### src/rtl/rect_pkg.sv
// Shared constants, FSM state type and helper functions for the RECTANGLE-80 key schedule.
package rect_pkg;

  localparam int ROUNDS = 25;
  localparam logic [4:0] RC_INIT = 5'h01;

  // S-box entry x sits at [4*x +: 4]
  localparam logic [63:0] SBOX = 64'h24F8_D30B_97E1_AC56;

  typedef enum logic [1:0] {
    IDLE  = 2'd0,
    LOAD  = 2'd1,
    ROUND = 2'd2,
    DONE  = 2'd3
  } state_t;

  function automatic logic [3:0] sbox(input logic [3:0] x);
    return SBOX[4*x +: 4];
  endfunction

  function automatic logic [4:0] rc_step(input logic [4:0] rc);
    return {rc[3:0], rc[4] ^ rc[2]};
  endfunction

endpackage

### src/rtl/rect_key_sched_ctrl_if.sv
// Handshake and key-register bus between the key-schedule sequencer and its neighbours.
interface rect_key_sched_ctrl_if;
  logic        i_start;
  logic [79:0] iv_master_key;
  logic [79:0] iv_regkey;
  logic        i_rk_ready;
  logic        o_key_select;
  logic [79:0] ov_key_data1;
  logic [79:0] ov_key_data2;
  logic [63:0] ov_round_key;
  logic [4:0]  ov_round;
  logic        o_rk_valid;
  logic        o_busy;
  logic        o_done;

  modport master (
    input  i_start, iv_master_key, iv_regkey, i_rk_ready,
    output o_key_select, ov_key_data1, ov_key_data2, ov_round_key,
           ov_round, o_rk_valid, o_busy, o_done
  );

  modport slave (
    output i_start, iv_master_key, iv_regkey, i_rk_ready,
    input  o_key_select, ov_key_data1, ov_key_data2, ov_round_key,
           ov_round, o_rk_valid, o_busy, o_done
  );
endinterface

### src/rtl/rect_key_update.sv
// Combinational RECTANGLE-80 next-key function: column S-box on columns 0..3, row mix, rc injection.
module rect_key_update
  import rect_pkg::*;
(
  input  logic [79:0] key,
  input  logic [4:0]  rc,
  output logic [79:0] key_next
);

  logic [15:0] row [5];
  logic [15:0] sub [5];

  always_comb begin
    logic [3:0] col;
    col = '0;
    for (int i = 0; i < 5; i++) begin
      row[i] = key[16*i +: 16];
      sub[i] = key[16*i +: 16];
    end
    // row0 supplies the LSB of each column nibble
    for (int j = 0; j < 4; j++) begin
      col = sbox({row[3][j], row[2][j], row[1][j], row[0][j]});
      sub[0][j] = col[0];
      sub[1][j] = col[1];
      sub[2][j] = col[2];
      sub[3][j] = col[3];
    end
    key_next[15:0]  = ({sub[0][7:0], sub[0][15:8]} ^ sub[1]) ^ {11'b0, rc};
    key_next[31:16] = sub[2];
    key_next[47:32] = sub[3];
    key_next[63:48] = {sub[3][3:0], sub[3][15:4]} ^ sub[4];
    key_next[79:64] = sub[0];
  end

endmodule

### src/rtl/rect_key_sched_ctrl.sv
// RECTANGLE-80 key-schedule sequencer; define RECT_KEY_AUTORUN_EN to ignore i_rk_ready
// and issue one round key per ROUND cycle.
module rect_key_sched_ctrl
  import rect_pkg::*;
(
  input logic                  i_clk,
  input logic                  i_rst,
  rect_key_sched_ctrl_if.master bus
);

  state_t      state, state_nxt;
  logic [4:0]  round;
  logic [4:0]  rc;
  logic [79:0] next_key;
  logic        ready_eff;
  logic        advance;

  rect_key_update u_update (
    .key      (bus.iv_regkey),
    .rc       (rc),
    .key_next (next_key)
  );

`ifdef RECT_KEY_AUTORUN_EN
  assign ready_eff = bus.i_rk_ready | 1'b1;
`else
  assign ready_eff = bus.i_rk_ready;
`endif

  assign bus.ov_key_data1 = bus.iv_master_key;
  assign bus.ov_round_key = bus.iv_regkey[63:0];
  assign bus.ov_round     = round;

  always_comb begin
    state_nxt        = state;
    advance          = 1'b0;
    bus.o_key_select = 1'b1;
    bus.ov_key_data2 = bus.iv_regkey;
    bus.o_rk_valid   = 1'b0;
    bus.o_busy       = 1'b1;
    bus.o_done       = 1'b0;
    case (state)
      IDLE: begin
        bus.o_busy = 1'b0;
        if (bus.i_start) state_nxt = LOAD;
      end
      LOAD: begin
        bus.o_key_select = 1'b0;
        state_nxt        = ROUND;
      end
      ROUND: begin
        bus.o_rk_valid = 1'b1;
        if (ready_eff) begin
          if (round < 5'(ROUNDS)) begin
            bus.ov_key_data2 = next_key;
            advance          = 1'b1;
          end else begin
            state_nxt = DONE;
          end
        end
      end
      DONE: begin
        bus.o_done = 1'b1;
        state_nxt  = IDLE;
      end
      default: state_nxt = IDLE;
    endcase
  end

  // round and rc step on the same edge that captures the updated key
  always_ff @(posedge i_clk or posedge i_rst) begin
    if (i_rst) begin
      state <= IDLE;
      round <= '0;
      rc    <= RC_INIT;
    end else begin
      state <= state_nxt;
      if (state == LOAD) begin
        round <= '0;
        rc    <= RC_INIT;
      end else if (advance) begin
        round <= round + 5'd1;
        rc    <= rc_step(rc);
      end
    end
  end

endmodule

### src/flat_wrapper.sv
// flat-port wrapper written by rule: the top's interface ports become plain ports
module rect_key_sched_ctrl_flat import rect_pkg::*;
  (i_clk, i_rst, bus_i_start, bus_iv_master_key, bus_iv_regkey, bus_i_rk_ready, bus_o_key_select, bus_ov_key_data1, bus_ov_key_data2, bus_ov_round_key, bus_ov_round, bus_o_rk_valid, bus_o_busy, bus_o_done);
  rect_key_sched_ctrl_if bus_i ();
  input logic i_clk;
  input logic i_rst;
  input wire logic [$bits(bus_i.i_start)-1:0] bus_i_start;
  input wire logic [$bits(bus_i.iv_master_key)-1:0] bus_iv_master_key;
  input wire logic [$bits(bus_i.iv_regkey)-1:0] bus_iv_regkey;
  input wire logic [$bits(bus_i.i_rk_ready)-1:0] bus_i_rk_ready;
  output wire logic [$bits(bus_i.o_key_select)-1:0] bus_o_key_select;
  output wire logic [$bits(bus_i.ov_key_data1)-1:0] bus_ov_key_data1;
  output wire logic [$bits(bus_i.ov_key_data2)-1:0] bus_ov_key_data2;
  output wire logic [$bits(bus_i.ov_round_key)-1:0] bus_ov_round_key;
  output wire logic [$bits(bus_i.ov_round)-1:0] bus_ov_round;
  output wire logic [$bits(bus_i.o_rk_valid)-1:0] bus_o_rk_valid;
  output wire logic [$bits(bus_i.o_busy)-1:0] bus_o_busy;
  output wire logic [$bits(bus_i.o_done)-1:0] bus_o_done;
  assign bus_i.i_start = bus_i_start;
  assign bus_i.iv_master_key = bus_iv_master_key;
  assign bus_i.iv_regkey = bus_iv_regkey;
  assign bus_i.i_rk_ready = bus_i_rk_ready;
  assign bus_o_key_select = bus_i.o_key_select;
  assign bus_ov_key_data1 = bus_i.ov_key_data1;
  assign bus_ov_key_data2 = bus_i.ov_key_data2;
  assign bus_ov_round_key = bus_i.ov_round_key;
  assign bus_ov_round = bus_i.ov_round;
  assign bus_o_rk_valid = bus_i.o_rk_valid;
  assign bus_o_busy = bus_i.o_busy;
  assign bus_o_done = bus_i.o_done;
  rect_key_sched_ctrl u_core (.i_clk(i_clk), .i_rst(i_rst), .bus(bus_i));
endmodule
### config.mk
export PLATFORM = sky130hd
export DESIGN_NAME = rect_key_sched_ctrl_flat
export DESIGN_NICKNAME = d
export VERILOG_FILES = /design/src/rtl/rect_pkg.sv /design/src/rtl/rect_key_sched_ctrl_if.sv /design/src/rtl/rect_key_update.sv /design/src/rtl/rect_key_sched_ctrl.sv /design/src/flat_wrapper.sv
export SDC_FILE = /design/constraint.sdc
export NUM_CORES = 1
export LEC_CHECK = 0
export ABC_AREA = 1
export BUFFER_PORTS_ARGS = -buffer_cell sky130_fd_sc_hd__buf_2
export CORE_AREA = 2 2 153 155
export CTS_CLUSTER_SIZE = 40
export DETAILED_ROUTE_END_ITERATION = 6
export DIE_AREA = 0 0 155 157
export PLACE_DENSITY = 0.46
export SYNTH_ARGS = -nofsm -noshare
export SYNTH_HDL_FRONTEND = slang
export SYNTH_SLANG_ARGS = --single-unit
### constraint.sdc
create_clock -name i_clk -period 1.59 [get_ports i_clk]
set_input_delay 0.2385 -clock i_clk [delete_from_list [all_inputs] [get_ports i_clk]]
set_output_delay 0.2385 -clock i_clk [all_outputs]
set_load 0.01 [all_outputs]
Yosys cells after proc, flatten, opt, wreduce, memory -nomap -nowiden
Index checks and enable logic that the tools add are counted.
{ "op_classes": {"n_shift": 4, "n_mux": 18, "bitwise": 4, "n_addsub": 1, "n_reduce_logical": 3, "n_lt_le_gt_ge": 1, "n_eq_ne": 6} }
{ "ops": {"columns": ["operator", "n"], "rows": [
  ["$shiftx A64 B7 Y4 const A", 4],
  ["$mux W80", 3],
  ["$xor A16 B16 Y16", 2],
  ["$mux W5", 4],
  ["$xor A16 B5 Y16", 1],
  ["$pmux W2 S4", 1],
  ["$mux W1", 7],
  ["$mux W2", 3],
  ["$ne A2 B2 Y1 const B", 3],
  ["$add A5 B1 Y5 const B", 1],
  ["$lt A5 B5 Y1 const B", 1],
  ["$eq A2 B2 Y1 const B", 2],
  ["$reduce_and A3 Y1", 1],
  ["$eq A2 B1 Y1 const B", 1],
  ["$logic_not A2 Y1", 1],
  ["$reduce_bool A2 Y1", 1],
  ["$xor A1 B1 Y1", 1]
]} }
{ "totals": {"wordCells": 40, "output_inout_bits": 233, "input_bits": 164, "ff_bits": 12} }

Logic depth before layout (Yosys ltp)
Gate-level depths: netlist (run 1).
{ "depth": {"ltp_word": 6, "ltp_mapped": 10, "depth_no_buf": 10} }

Hierarchy
Synthesis (run 1) repeated with hierarchy kept, for this count alone.
{ "hier_totals": {"hier_cells": 750, "area_unflattened_um2": 4406.7} }
{ "by_module_without_submodules": {"columns": ["module", "n_inst", "area_each_um2", "cells_per_inst", "seq_area_each_um2"], "rows": [
  ["rect_key_sched_ctrl", 1, 2859.0, 498, 301.5],
  ["rect_key_update", 1, 1547.7, 252, 0.0]
]} }

Least setup slack after synthesis (run 1)
OpenSTA, ideal clock, no wires.
{ "synth_timing": {"kind": "register to output", "startpoint": "reg u_core.state[0]", "endpoint": "out bus_ov_key_data2[16]", "stages_incl_launch_ff": 8, "slack_ns": -0.144, "arrival_time_ns": 1.495, "required_time_ns": 1.351, "n_path_buf": 1, "cell_sequence": "dfrtp_1 > inv_1 > ha_1 > nand2_1 > a21oi_4 > buf_2 > o211ai_1 > o21ai_0"} }
{ "synth_via": {"elab_chain_cells": 2} }
{ "synth_rtl": {"columns": ["element", "line", "rtl"], "rows": [
  ["start, declared", "rect_key_sched_ctrl.sv:11", "state_t state, state_nxt;"],
  ["start signal, assigned", "rect_key_sched_ctrl.sv:77", "state <= state_nxt;"],
  ["$eq A2 B2 Y1", "rect_key_sched_ctrl.sv:42", "case (state)"],
  ["$mux W80", "rect_key_sched_ctrl.sv:42", null],
  ["end, declared", "flat_wrapper.sv:13", "output wire logic [$bits(bus_i.ov_key_data2)-1:0] bus_ov_key_data2;"]
]} }
Every way passes these cells.

Worst setup path after layout (run 1)
{ "layout_timing": {"startpoint": "reg u_core.state[0]", "endpoint": "out bus_ov_key_data2[61]"} }
Same word-level chain as after synthesis.

==> results of run 1 <==
## logic make-up after synthesis
kind of cell / after synthesis
simple gates: 276
buf+inv: 221
compound gates: 72
fa+ha+maj: 30
xor+xnor: 29
flops: 12
## worst min path at each step
| stage | startpoint | to | slack (ns) | cells past startpoint |
|---|---|---|---|---|
| after floorplan | i_rst | u_core.bus.ov_round[0]$_DFFE_PP0P_ | 0.10 | 1 |
| after global placement | i_rst | u_core.rc[3]$_DFFE_PP0P_ | 0.28 | 2 |
| after detailed placement | i_rst | u_core.rc[3]$_DFFE_PP0P_ | 0.29 | 2 |
| after CTS | i_rst | u_core.rc[3]$_DFFE_PP0P_ | 0.04 | 2 |
| after global routing | i_rst | u_core.rc[2]$_DFFE_PP0P_ | 0.06 | 2 |
| final | i_rst | u_core.rc[2]$_DFFE_PP0P_ | 0.006 | 2 |
## placed cells by master, fill, tap and decap left out
master	netlist	final
sky130_fd_sc_hd__buf_4	144	60
sky130_fd_sc_hd__buf_8	0	2
sky130_fd_sc_hd__dfstp_2	1	1
sky130_fd_sc_hd__clkbuf_8	0	1
sky130_fd_sc_hd__xnor2_1	18	18
sky130_fd_sc_hd__o21ai_4	0	2
sky130_fd_sc_hd__ha_4	0	2
sky130_fd_sc_hd__inv_1	57	55
sky130_fd_sc_hd__nand3_1	48	41
sky130_fd_sc_hd__nor2_1	18	18
sky130_fd_sc_hd__nand3b_1	4	4
sky130_fd_sc_hd__nand2_4	0	15
sky130_fd_sc_hd__nand2_2	0	40
sky130_fd_sc_hd__clkinv_4	0	1
sky130_fd_sc_hd__nand3_2	1	7
sky130_fd_sc_hd__nand2_1	204	149
sky130_fd_sc_hd__a21oi_4	1	1
sky130_fd_sc_hd__nand3_4	0	1
sky130_fd_sc_hd__buf_16	0	6
sky130_fd_sc_hd__o211ai_1	5	5
sky130_fd_sc_hd__o21ai_0	59	7
sky130_fd_sc_hd__dfrtp_1	11	11
sky130_fd_sc_hd__or2_2	1	1
sky130_fd_sc_hd__buf_12	0	14
sky130_fd_sc_hd__buf_6	3	14
sky130_fd_sc_hd__xor2_1	11	11
sky130_fd_sc_hd__inv_4	0	1
sky130_fd_sc_hd__inv_2	0	1
sky130_fd_sc_hd__o21ai_1	7	24
sky130_fd_sc_hd__buf_2	12	228
sky130_fd_sc_hd__o21ai_2	0	33
sky130_fd_sc_hd__clkbuf_16	0	7
sky130_fd_sc_hd__ha_1	30	28
## where the power goes
group          internal [mW]  leakage [nW]  switching (mW)  total (mW)
Combinational           2.40          3.09            2.55        4.95
Sequential             0.406         0.158          0.0927       0.498
Clock                  0.380        0.0442           0.137       0.517
Total                   3.18          3.29            2.78        5.97
## sequential cells by signal, summed over array words and instances (netlist names)
register,cells
u_core.bus.ov_round,5
u_core.state,2
u_core.rc,5
## stage by stage
| stage | cell area (sq um) | hold slack [ns] | util |
|---|---|---|---|
| detailed placement | 4690 | 0.292 | 0.209 |
| global route | 5860 | 0.0589 | 0.260 |
| global placement | 4690 | 0.281 | 0.209 |
| floorplan | 3860 | 0.102 | - |
| finish | 5860 | 0.00606 | 0.260 |
| CTS | 5450 | 0.0360 | 0.242 |
## timing repair
item | in CTS | in global routing
cloned | 8 | 4
pin swaps | 12 | 13
endpoints found under the setup margin | 81 | 90
resized for setup | 103 | 98
setup buffers | 20 | 9
hold buffers | 0 | 0
## layer usage
layer / up-vias / part of all wire / GRT usage
met5: - / 0 / 0
met4: 0 / 0.029 / 0.0406
met3: 46 / 0.064 / 0.0215
met2: 191 / 0.51 / 0.259
met1: 2019 / 0.40 / 0.159
li1: 2201 / - / -
## worst max-delay path, delay by kind of cell (launching register included)
family / cells / cell delay (ns)
buf+inv: 5 / 0.66
fa+ha+maj: 1 / 0.13
flops: 1 / 0.38
compound gates: 1 / 0.13
simple gates: 3 / 0.18
## cell type report
type                       instances  area, sq um
timing repair buffer             328         2320
clock buffer                       4         88.8
multi-input combinational        407         2560
fill                            2561        16600
inverter                          58          225
tap                              285          357
sequential                        12          302
==> results.rst, run 1 <==
.. list-table::
   :header-rows: 1

   * - Metric
     - Value
   * - Status
     - finished, violations left
   * - Failing checks
     - setup timing
   * - Fraction of the yosys area taken by sequential cells
     - 0.0785
   * - Via count
     - 4,457
   * - Residual antenna-violating net count after detailed routing
     - 0
   * - Worst setup slack before clock tree synthesis
     - -0.178 ns
   * - Count of H-tree levels built during CTS
     - 1
   * - TritonRoute pass-1 iters
     - 4
   * - Maximum number of buffers from clock root to sink
     - 2
   * - Dpl cells
     - 1,054
   * - Area of the die
     - 0.0243 sq mm
   * - Ranking of synthesized cells by instance count
     - sky130_fd_sc_hd__nand2_1 (204), sky130_fd_sc_hd__buf_4 (144), sky130_fd_sc_hd__o21ai_0 (59)
   * - DRC violation count after routing
     - 0
   * - Unrepaired setup endpoints after global routing
     - true
   * - Crit end category
     - output port
   * - TritonCTS clock tree
     - yes
   * - Num ports
     - approximately 400
   * - Final worst-path cycle share
     - 1.23
   * - Antenna cells
     - 0
   * - Highest cell delay on the worst timing path
     - 0.38 ns
   * - Fraction of synthesized area in multiplexers
     - 0
   * - Most used flip-flop cell after synthesis
     - sky130_fd_sc_hd__dfrtp_1
   * - Number of antenna violations at the first check in global routing
     - 0
   * - Slack of the worst reg-to-reg path
     - -0.19 ns
   * - Aggregate global routing overflow
     - 0
   * - Final Worst Setup Slack
     - -0.373 ns
   * - First-pass GRT wire length
     - 25.0 mm
   * - Type of element launching the critical path
     - flop
   * - Via count of the first global-routing pass
     - 4,129
   * - Transition at the pin with the smallest max-transition slack
     - 0.477 ns
   * - Die boundary height
     - 157 microns
   * - Maximum number of pins on one net before global-route repair
     - 18
   * - Drt via density
     - 4.07
   * - Worst-path fanout max
     - 7
   * - Path type of the worst setup path
     - flop to output port
   * - Startpoint of the most critical register-to-register path
     - u_core.state[1]$_DFFE_PP0P_
   * - Xor/xnor cell area share of the yosys netlist
     - 0.0661
   * - Total routing resource utilization after global routing
     - 0.137
   * - Synthesized cell area
     - 0.00384 sq mm
   * - Nets@finish
     - 1,004
   * - WP data arrival
     - ~1.7 ns
   * - Power density of the placed cells
     - between 1000 and 1500 mW/mm^2
   * - Avg Synthesized Cell Area
     - ~6.0 sq um
   * - Largest cells by area after synthesis
     - sky130_fd_sc_hd__buf_4 (28%), sky130_fd_sc_hd__nand2_1 (20%), sky130_fd_sc_hd__ha_1 (9.8%), sky130_fd_sc_hd__o21ai_0 (7.7%), sky130_fd_sc_hd__dfrtp_1 (7.2%)
   * - Fraction of layout instances using a drive strength above 1
     - 0.541
   * - Clock transition at the registers of the reported paths
     - 0.05 ns
   * - Capturing instance or port of the critical path
     - bus_ov_key_data2[61]
   * - Remaining max-slew budget at the tightest pin
     - 0.682
   * - Simple-gate share of the synthesized area
     - 0.291
   * - Number of unique standard cell types used by synthesis
     - 21
   * - Most common cell on crit path
     - sky130_fd_sc_hd__buf_12
   * - Signed area change from the synthesized netlist to the final layout
     - 52.4%
   * - Detail-routed net length per standard cell
     - approximately 17 microns
   * - Number of clock sinks
     - 12
   * - Area leader, netlist
     - sky130_fd_sc_hd__buf_4
   * - Final total power
     - 5.97 mW
   * - Count of input and output buffers
     - 236
   * - Worst setup startpoint
     - u_core.state[0]$_DFFE_PP0P_
   * - Count of synthesis-stage warnings from yosys
     - 0
   * - Static leakage
     - about 3.3 nW
   * - Net count after synthesis
     - between 800 and 900
   * - Highest ir drop seen on vdd
     - about 750 uV
   * - Total Wirelength
     - between 15 and 20 mm
   * - Share of synthesized cell area in full adder, half adder and majority cells
     - 0.0977
   * - Number of design-rule violations left by the first detailed-router iteration
     - 156
   * - Final min period
     - between 1.5 and 2 ns
   * - WP data required
     - 1.35 ns
   * - EDFF count, synth
     - 0
   * - Number of synthesized register bits
     - 12
   * - Worst clock skew on the final layout
     - 0.00511 ns
   * - Final hold violations
     - 0
   * - Top-area cell type share of the netlist area
     - 0.281
   * - Hold crit path type
     - input port to asynchronous set/reset pin
   * - Slowest cell on the critical path
     - sky130_fd_sc_hd__dfrtp_1
   * - Number of non-filler instances in the completed layout
     - 1,094
   * - Core Box Area
     - 0.0225 sq mm
   * - Sum of net half-perimeters after detailed placement
     - 13.9 mm
   * - Highest attainable clock frequency
     - 0.509 GHz
   * - Reg-to-reg critical path endpoint
     - u_core.bus.ov_round[1]$_DFFE_PP0P_
   * - Synth Instances
     - 640
   * - Max-slew violation count
     - 0
   * - TritonCTS Buffers
     - 3
   * - Row count
     - 55
   * - Final-report setup violation count
     - 87
   * - Die Width
     - 155 microns
   * - Largest family of logic cells by synthesized area
     - buffers and inverters
   * - Cell with the most instances after synthesis
     - sky130_fd_sc_hd__nand2_1
   * - Initial standard-cell utilization of the core
     - 0.171
   * - Synth Area in Compound Gates
     - 0.100
   * - Routability Congestion
     - 0.804
   * - Cell chain of the critical path
     - inv_2, ha_4, nand2_2, a21oi_4, buf_12, buf_12, buf_8, nand3_2, nand2_1, buf_2
   * - TNS Setup
     - -25.70 ns
   * - Count of maximum capacitance violations
     - 0
   * - Share of synthesized registers carrying an async set or reset
     - 1.00
   * - Clock Tree Root
     - sky130_fd_sc_hd__clkbuf_16
   * - Clock latency on the worst-skew pair
     - 0.24 ns
   * - Number of cell instances on the worst register-to-register path
     - 11
(Power assumes the default switching activity.)
==> inputs of run 2 (changes only) <==
--- a/config.mk
+++ b/config.mk
@@ -7,11 +7,11 @@
 export LEC_CHECK = 0
 export ABC_AREA = 1
 export BUFFER_PORTS_ARGS = -buffer_cell sky130_fd_sc_hd__buf_2
-export CORE_AREA = 2 2 153 155
+export CORE_AREA = 2 2 154 156
 export CTS_CLUSTER_SIZE = 40
 export DETAILED_ROUTE_END_ITERATION = 6
-export DIE_AREA = 0 0 155 157
-export PLACE_DENSITY = 0.46
+export DIE_AREA = 0 0 156 158
+export PLACE_DENSITY = 0.44
 export SYNTH_ARGS = -nofsm -noshare
 export SYNTH_HDL_FRONTEND = slang
 export SYNTH_SLANG_ARGS = --single-unit
==> constraint.sdc (replaced) <==
create_clock -name i_clk -period 2.5 [get_ports i_clk]
set_input_delay 0.375 -clock i_clk [delete_from_list [all_inputs] [get_ports i_clk]]
set_output_delay 0.375 -clock i_clk [all_outputs]
set_load 0.01 [all_outputs]
==> run 2 against run 1 <==
  * The run now ends clean
  * Die area increased by 1.3%
  * Core utilization decreased by 7.1 points
  * Sequential share of layout area increased by 1.8 points
  * Cell count decreased by 7.6%
  * Register-to-register slack improved by 1.0 ns
  * Global-route usage decreased by 2.9 points
  * Highest routed layer unchanged
  * Total power decreased by 58%
  * Combinational power decreased by 63%
  * Count of clock-buffer cells in the layout unchanged
  * Via count decreased by 12%
==> results.rst, run 2 (synthesis results as in run 1) <==
.. list-table::
   :header-rows: 1

   * - Metric
     - Value
   * - Via count
     - 3,925 (-12%)
   * - Number of design-rule violations left by the first detailed-router iteration
     - 137 (-12%)
   * - Total Wirelength
     - 14.7 mm (-19%)
   * - Worst setup slack before clock tree synthesis
     - 0.240 ns (+0.418 ns)
   * - Area of the die
     - 0.0246 sq mm (+1.3%)
   * - Total routing resource utilization after global routing
     - 0.108 (-0.0289)
   * - Cell chain of the critical path
     - nor2_1, nand2_1, nand2_1, nand3_4, buf_12, o21ai_0, buf_2
   * - Final hold violations
     - 0 (unchanged)
   * - Signed area change from the synthesized netlist to the final layout
     - 13.6%
   * - Initial standard-cell utilization of the core
     - 0.167 (-0.00407)
   * - Type of element launching the critical path
     - flop
   * - Highest cell delay on the worst timing path
     - 0.47 ns (+0.09 ns)
   * - Detail-routed net length per standard cell
     - 14.5 microns (-12%)
   * - Int Power
     - 1.17 mW (-63%)
   * - Sum of net half-perimeters after detailed placement
     - 12.4 mm (-10%)
   * - TritonRoute pass-1 iters
     - 4 (unchanged)
   * - WP data required
     - 2.12 ns (+0.77 ns)
   * - TritonCTS Buffers
     - 3 (unchanged)
   * - Final worst-path cycle share
     - 0.947
   * - Worst-path fanout max
     - 37 (+30)
   * - Routability Congestion
     - 0.757 (-5.8%)
   * - Final Worst Setup Slack
     - 0.132 ns (+0.505 ns)
   * - Static leakage
     - 2.57 nW (-22%)
   * - Final min period
     - 2.37 ns
   * - Share of power burned in the clock network
     - 0.122 (+0.035)
   * - Most common cell on crit path
     - sky130_fd_sc_hd__nand2_1
   * - Residual antenna-violating net count after detailed routing
     - 0 (unchanged)
   * - WP data arrival
     - 1.99 ns (+0.27 ns)
   * - Crit end category
     - output port
   * - Share of total power in sequential cells
     - 0.137 (+0.054)
   * - Final total power
     - 2.50 mW (-58%)
   * - Hold crit path type
     - input port to asynchronous set/reset pin
   * - DRC violation count after routing
     - 0 (unchanged)
   * - Slowest cell on the critical path
     - sky130_fd_sc_hd__dfrtp_1
   * - Unrepaired setup endpoints after global routing
     - false
   * - Highest ir drop seen on vdd
     - 472 uV (-37%)
   * - Nets@finish
     - 916 (-8.8%)
   * - Clock latency on the worst-skew pair
     - 0.24 ns (about the same)
   * - Maximum number of buffers from clock root to sink
     - 2 (unchanged)
   * - Final hold slack
     - 0.178 ns (+0.172 ns)
   * - Die boundary height
     - 158 microns (+0.64%)
   * - Path type of the worst setup path
     - flop to output port
   * - Die Width
     - 156 microns (+0.65%)
   * - Drt via density
     - 3.88 (-4.7%)
   * - Switching part of the total power
     - 0.533 (+0.0662)
   * - Leading cell type in the layout, fill and taps excluded
     - sky130_fd_sc_hd__buf_2
   * - TritonCTS clock tree
     - yes
   * - Number of clock sinks
     - 12 (unchanged)
   * - Relative contribution of combinational cells to total power
     - 0.741 (-0.089)
   * - Num ports
     - 397 (unchanged)
   * - Aggregate global routing overflow
     - 0 (unchanged)
   * - Fraction of layout instances using a drive strength above 1
     - 0.344 (-0.197)
   * - Final-report setup violation count
     - 0 (-100%)
   * - TNS Setup
     - 0 ns (+25.70 ns)
   * - Antenna cells
     - 0 (unchanged)
   * - Power density of the placed cells
     - 573 mW/mm^2 (-44%)
   * - Clock transition at the registers of the reported paths
     - 0.05 ns (about the same)
   * - Fillers
     - 2,702 (+5.5%)
   * - Via count of the first global-routing pass
     - 3,434 (-17%)
   * - Highest attainable clock frequency
     - 0.422 GHz
   * - Net switching power
     - 1.33 mW (-52%)
   * - Transition at the pin with the smallest max-transition slack
     - 0.561 ns (+0.0841 ns)
   * - Count of maximum capacitance violations
     - 0 (unchanged)
   * - Row count
     - 56 (+1.8%)
   * - FF+latch area
     - 302 sq um (unchanged)
   * - Clock Tree Root
     - sky130_fd_sc_hd__clkbuf_16
   * - Count of input and output buffers
     - 236 (unchanged)
   * - Worst clock skew on the final layout
     - 0.00541 ns (+0.000297 ns)
   * - Remaining max-slew budget at the tightest pin
     - 0.626 (-0.0561)
   * - Area occupied by multi-input gates
     - 0.00215 sq mm (-16%)
   * - Commonest cells after routing, fill and taps aside
     - sky130_fd_sc_hd__buf_2 (236), sky130_fd_sc_hd__nand2_1 (204), sky130_fd_sc_hd__o21ai_0 (58)
   * - Core Box Area
     - 0.0231 sq mm (+2.4%)
   * - Count of H-tree levels built during CTS
     - 1 (unchanged)
   * - First-pass GRT wire length
     - 20.3 mm (-19%)
   * - Status
     - finished, final reports clean
   * - Total of hold buffers inserted after clock tree synthesis
     - 0 (unchanged)
   * - Maximum number of pins on one net before global-route repair
     - 55 (+37)
   * - Max-slew violation count
     - 0 (unchanged)
   * - Number of antenna violations at the first check in global routing
     - 0 (unchanged)
-- run 2: changes by cell type in the layout (fill, tap and decap cells not counted), moves of 8 or more --
| cell | before | now |
|---|---|---|
| sky130_fd_sc_hd__buf_4 | 60 | 0 |
| sky130_fd_sc_hd__buf_12 | 14 | 3 |
| sky130_fd_sc_hd__buf_2 | 228 | 236 |
| sky130_fd_sc_hd__o21ai_2 | 33 | 0 |
| sky130_fd_sc_hd__o21ai_0 | 7 | 58 |
| sky130_fd_sc_hd__nand2_2 | 40 | 0 |
| sky130_fd_sc_hd__nand2_1 | 149 | 204 |
| sky130_fd_sc_hd__buf_6 | 14 | 1 |
| sky130_fd_sc_hd__o21ai_1 | 24 | 8 |
| sky130_fd_sc_hd__nand2_4 | 15 | 0 |
-- run 2: final cells by class --
class / instances / area share
flip-flops and latches: 12 / 0.0691
repair buffers: 240 / 0.287
multi-input cells: 407 / 0.493
clock buffers: 4 / 0.0181
well taps: 290 / 0.0831
inverters: 58 / 0.0499
-- run 2: repair_timing --
action                                  CTS  global route
endpoints found under the setup margin    2            14
resized for setup                         1             3
setup buffers                             0             0
-- run 2: final timing paths --
path | startpoint | to | slack, ns | cells past startpoint
max | u_core.bus.ov_round[2]$_DFFE_PP0P_ | bus_ov_key_data2[57] | 0.13 | 7
min | i_rst | u_core.bus.ov_round[3]$_DFFE_PP0P_ | 0.18 | 2
max reg2reg | u_core.state[1]$_DFFE_PP0P_ | u_core.bus.ov_round[4]$_DFFE_PP0P_ | 0.82 | 6
min reg2reg | u_core.rc[0]$_DFFE_PP1P_ | u_core.rc[0]$_DFFE_PP1P_ | 0.53 | 2
max in group asynchronous | i_rst | u_core.rc[0]$_DFFE_PP1P_ | 1.95 | 2
min in group i_clk | bus_i_start | u_core.state[1]$_DFFE_PP0P_ | 0.47 | 4
-- run 2: worst max-delay path: cells and delay by family, from the launching register on --
kind	cells	cell delay, ns
AND/OR/NAND/NOR	4	0.56
buffers and inverters	2	0.44
AO/OA/AOI/OAI	1	0.26
flip-flops	1	0.47
-- run 2: stage by stage --
stage          instance area (sq um)  utilization  instances
2_1_floorplan                   3840            -        640
3_3_place_gp                    4270        0.185       1007
3_5_place_dp                    4270        0.185       1007
4_1_cts                         4350        0.189       1011
5_1_grt                         4370        0.189       1011
6_report                        4370        0.189       1011
-- run 2: power by group through the flow --
stage	combinational [mW]	clock (mW)	sequential, mW
floorplan	1.29	0	0.319
finish	1.85	0.305	0.343
CTS	1.89	0.307	0.341
detailed placement	1.88	0	0.343
global placement	1.88	0	0.343
global route	2.08	0.327	0.355
-- run 2: metal layers --
metal  GRT usage  wire length (microns)  up-vias
met1       0.129                   6130     1702
met4      0.0253                    286        0
li1            -                      -     2007
met2       0.195                   7130      180
met3      0.0268                   1140       36
met5           0                      0        -
==> inputs of run 3 (changes only) <==
--- a/config.mk
+++ b/config.mk
@@ -7,11 +7,13 @@
 export LEC_CHECK = 0
 export ABC_AREA = 1
 export BUFFER_PORTS_ARGS = -buffer_cell sky130_fd_sc_hd__buf_2
-export CORE_AREA = 2 2 154 156
+export CORE_AREA = 2 2 155 157
 export CTS_CLUSTER_SIZE = 40
 export DETAILED_ROUTE_END_ITERATION = 6
-export DIE_AREA = 0 0 156 158
-export PLACE_DENSITY = 0.44
+export DIE_AREA = 0 0 157 159
+export PLACE_DENSITY = 0.46
+export REMOVE_ABC_BUFFERS = 1
 export SYNTH_ARGS = -nofsm -noshare
 export SYNTH_HDL_FRONTEND = slang
+export SYNTH_HIERARCHICAL = 1
 export SYNTH_SLANG_ARGS = --single-unit
==> constraint.sdc (replaced) <==
create_clock -name i_clk -period 2.7 [get_ports i_clk]
set_input_delay 0.405 -clock i_clk [delete_from_list [all_inputs] [get_ports i_clk]]
set_output_delay 0.405 -clock i_clk [all_outputs]
set_load 0.01 [all_outputs]
==> run 3 against run 2 <==
  * Largest cell class unchanged
  * Global-route usage grew 8.1 points
  * Total power shrank 0.90%
  * Non-clock buffer count shrank 1
  * Largest power group unchanged
  * First-iteration DRC count grew 120%
  * Combinational power is essentially flat
  * Die area grew 1.3%
  * Critical path type unchanged
==> results.rst, run 3 <==
.. list-table::
   :header-rows: 1

   * - Metric
     - Value
   * - Worst-path fanout max
     - 91 (+150%)
   * - Final min period
     - 2.41 ns
   * - Crit end category
     - output port
   * - Final-report setup violation count
     - 0 (unchanged)
   * - Final hold slack
     - 0.183 ns (+0.00534 ns)
   * - Initial standard-cell utilization of the core
     - 0.190 (+0.0233)
   * - Fraction of synthesized area in multiplexers
     - 0 (unchanged)
   * - Number of unique standard cell types used by synthesis
     - 30 (+43%)
   * - Antenna cells
     - 0 (unchanged)
   * - Total Wirelength
     - 24.9 mm (+69%)
   * - Post-cts sizing count
     - 0 (-1)
   * - Transition at the pin with the smallest max-transition slack
     - 0.511 ns (-0.0500 ns)
   * - TNS Setup
     - 0 ns (unchanged)
   * - Highest ir drop seen on vdd
     - 688 uV (+46%)
   * - Die boundary height
     - 159 microns (+0.63%)
   * - Xor/xnor cell area share of the yosys netlist
     - 0.0593 (-0.00676)
   * - Final worst-path cycle share
     - 0.892
   * - Final standard cell utilization of the core
     - 0.200 (+0.0101)
   * - Worst setup slack before clock tree synthesis
     - 0.585 ns (+0.344 ns)
   * - Startpoint of the most critical register-to-register path
     - u_core/state[0]$_DFFE_PP0P_
   * - WP data required
     - 2.30 ns (+0.18 ns)
   * - Sum of net half-perimeters after detailed placement
     - 21.3 mm (+72%)
   * - Synthesized cell area
     - 0.00441 sq mm (+15%)
   * - Ranking of synthesized cells by instance count
     - sky130_fd_sc_hd__nand2_1 (343), sky130_fd_sc_hd__buf_4 (189), sky130_fd_sc_hd__inv_1 (43)
   * - WP data arrival
     - 2.00 ns (about the same)
   * - Aggregate global routing overflow
     - 0 (unchanged)
   * - Top-area cell type share of the netlist area
     - 0.322 (+0.0406)
   * - Status
     - finished, final reports clean
   * - Synth Area in Compound Gates
     - 0.0233 (-0.0767)
   * - Max-slew violation count
     - 0 (unchanged)
   * - Area of the die
     - 0.0250 sq mm (+1.3%)
   * - Type of element launching the critical path
     - flop
   * - Routability Congestion
     - 0.811 (+7.1%)
   * - Category of cells accounting for the largest share of critical-path delay
     - buffers and inverters
   * - Hold crit path type
     - input port to asynchronous set/reset pin
   * - Unrepaired setup endpoints after global routing
     - false
   * - Drt via density
     - 3.99 (+2.9%)
   * - Die Width
     - 157 microns (+0.64%)
   * - Final hold violations
     - 0 (unchanged)
   * - Leading cell type in the layout, fill and taps excluded
     - sky130_fd_sc_hd__nand2_1
   * - Row count
     - 56 (unchanged)
   * - Num ports
     - 397 (unchanged)
   * - Final total power
     - 2.48 mW (-0.90%)
   * - Total of hold buffers inserted after clock tree synthesis
     - 0 (unchanged)
   * - Most common cell on crit path
     - sky130_fd_sc_hd__nand2_1
   * - Final Worst Setup Slack
     - 0.293 ns (+0.161 ns)
   * - Synth Instances
     - 750 (+17%)
   * - Maximum number of pins on one net before global-route repair
     - 92 (+67%)
   * - Share of synthesized registers carrying an async set or reset
     - 1.00 (unchanged)
   * - Commonest cells after routing, fill and taps aside
     - sky130_fd_sc_hd__nand2_1 (343), sky130_fd_sc_hd__buf_2 (236), sky130_fd_sc_hd__inv_1 (43)
   * - Slack of the worst reg-to-reg path
     - 1.02 ns (+0.20 ns)
   * - EDFF count, synth
     - 0 (unchanged)
   * - Clock latency on the worst-skew pair
     - 0.24 ns (about the same)
   * - Number of antenna violations at the first check in global routing
     - 0 (unchanged)
   * - Fraction of the yosys area taken by sequential cells
     - 0.0684 (-0.0100)
   * - TritonCTS clock tree
     - yes
   * - Number of design-rule violations left by the first detailed-router iteration
     - 302 (+120%)
   * - Clock transition at the registers of the reported paths
     - 0.05 ns (about the same)
   * - Highest cell delay on the worst timing path
     - 0.38 ns (-0.09 ns)
   * - Core Box Area
     - 0.0232 sq mm (+0.61%)
   * - Post-DP Area
     - 0.00454 sq mm (+6.2%)
   * - Detail-routed net length per standard cell
     - 22.4 microns (+54%)
   * - Largest family of logic cells by synthesized area
     - buffers and inverters
   * - Largest cells by area after synthesis
     - sky130_fd_sc_hd__buf_4 (32%), sky130_fd_sc_hd__nand2_1 (29%), sky130_fd_sc_hd__ha_1 (8.0%), sky130_fd_sc_hd__dfrtp_1 (6.2%), sky130_fd_sc_hd__xor2_1 (4.6%)
   * - Residual antenna-violating net count after detailed routing
     - 0 (unchanged)
   * - Dpl cells
     - 1,106 (+9.8%)
   * - Simple-gate share of the synthesized area
     - 0.379 (+0.0879)
   * - Number of clock sinks
     - 12 (unchanged)
   * - Via count
     - 4,434 (+13%)
   * - Worst clock skew on the final layout
     - 0.00246 ns (-0.00295 ns)
   * - Share of synthesized cell area in full adder, half adder and majority cells
     - 0.0795 (-0.0182)
   * - Signed area change from the synthesized netlist to the final layout
     - 5.00%
   * - Count of maximum capacitance violations
     - 0 (unchanged)
   * - Number of non-filler instances in the completed layout
     - 1,110 (+9.8%)
   * - Reg-to-reg critical path endpoint
     - u_core/rc[3]$_DFFE_PP0P_
   * - Nets@finish
     - 984 (+7.4%)
   * - Area leader, netlist
     - sky130_fd_sc_hd__buf_4
   * - Postcts setup bufs
     - 0 (unchanged)
   * - Remaining max-slew budget at the tightest pin
     - 0.659 (+0.0334)
   * - Slowest cell on the critical path
     - sky130_fd_sc_hd__dfrtp_1
   * - Total routing resource utilization after global routing
     - 0.189 (+0.0811)
   * - Path type of the worst setup path
     - flop to output port
   * - Fraction of layout instances using a drive strength above 1
     - 0.358 (+0.0138)
   * - Number of cell instances on the worst register-to-register path
     - 10 (+4)
   * - DRC violation count after routing
     - 0 (unchanged)
   * - Worst path buffer plus inverter count
     - 4 (+2)
   * - Cell with the most instances after synthesis
     - sky130_fd_sc_hd__nand2_1
   * - Clock Tree Root
     - sky130_fd_sc_hd__clkbuf_16
   * - Power density of the placed cells
     - 536 mW/mm^2 (-6.5%)
   * - Static leakage
     - 2.93 nW (+14%)
   * - Maximum number of buffers from clock root to sink
     - 2 (unchanged)
   * - Highest attainable clock frequency
     - 0.415 GHz
   * - Count of input and output buffers
     - 236 (unchanged)
   * - Cell chain of the critical path
     - inv_1, ha_1, nand2_1, inv_1, nand2_4, buf_12, nand2_1, nand2_1, buf_2
   * - Via count of the first global-routing pass
     - 4,011 (+17%)
   * - TritonCTS Buffers
     - 3 (unchanged)
   * - TritonRoute pass-1 iters
     - 6 (+2)
   * - Most used flip-flop cell after synthesis
     - sky130_fd_sc_hd__dfrtp_1
   * - Avg Synthesized Cell Area
     - 5.88 sq um (-2.1%)
   * - Count of H-tree levels built during CTS
     - 1 (unchanged)
   * - Number of synthesized register bits
     - 12 (unchanged)
   * - First-pass GRT wire length
     - 32.9 mm (+62%)
   * - Count of synthesis-stage warnings from yosys
     - 6 (+6)
   * - Cell area after layout
     - 0.00463 sq mm (+6.0%)
run 3: logic make-up after synthesis:
group / Yosys count
AO/OA/AOI/OAI: 16
XOR/XNOR: 29
adder cells (fa/ha/maj): 28
buffers and inverters: 256
flip-flops: 12
AND/OR/NAND/NOR: 409
run 3: layer usage:
layer | vias up | global-route usage | routed length (microns)
met2 | 370 | 0.268 | 9760
met4 | 6 | 0.00459 | 53
li1 | 2154 | - | -
met5 | - | 0.0853 | 245
met3 | 6 | 0.200 | 5960
met1 | 1898 | 0.200 | 8850
run 3: final cells by class:
cell class / instances / area, sq um
Inverter: 54 / 205
Fill cell: 2707 / 18600
Sequential cell: 12 / 302
Clock buffer: 4 / 88.8
Timing Repair Buffer: 239 / 1240
Multi-Input combinational cell: 482 / 2390
Tap cell: 319 / 399
run 3: where the power goes:
part	switching (mW)	leakage, nW	internal [mW]	total (mW)
combinational	1.16	2.73	0.686	1.84
clock	0.0780	0.0442	0.224	0.302
sequential	0.0863	0.156	0.247	0.333
run 3: how the worst max path moves through the flow:
| stage | startpoint | end | cells after the start |
|---|---|---|---|
| after floorplan | u_core/state[0]$_DFFE_PP0P_ | bus_ov_key_data2[0] | 8 |
| after global placement | u_core/state[0]$_DFFE_PP0P_ | bus_ov_key_data2[1] | 9 |
| after detailed placement | u_core/state[0]$_DFFE_PP0P_ | bus_ov_key_data2[24] | 9 |
| after CTS | u_core/state[0]$_DFFE_PP0P_ | bus_ov_key_data2[24] | 9 |
| after global routing | u_core/state[0]$_DFFE_PP0P_ | bus_ov_key_data2[28] | 10 |
| final | u_core/state[0]$_DFFE_PP0P_ | bus_ov_key_data2[24] | 9 |
run 3: worst reg2reg max path, stage by stage, from the launching register on:
cell and delay [ns]:
sky130_fd_sc_hd__dfrtp_1 0.40, sky130_fd_sc_hd__inv_1 0.11, sky130_fd_sc_hd__ha_1 0.24, sky130_fd_sc_hd__nand2_1 0.07
sky130_fd_sc_hd__inv_1 0.09, sky130_fd_sc_hd__nand2_4 0.07, sky130_fd_sc_hd__inv_4 0.18, sky130_fd_sc_hd__buf_12 0.23
sky130_fd_sc_hd__nand2_1 0.09, sky130_fd_sc_hd__nand2_1 0.06, sky130_fd_sc_hd__inv_1 0.03
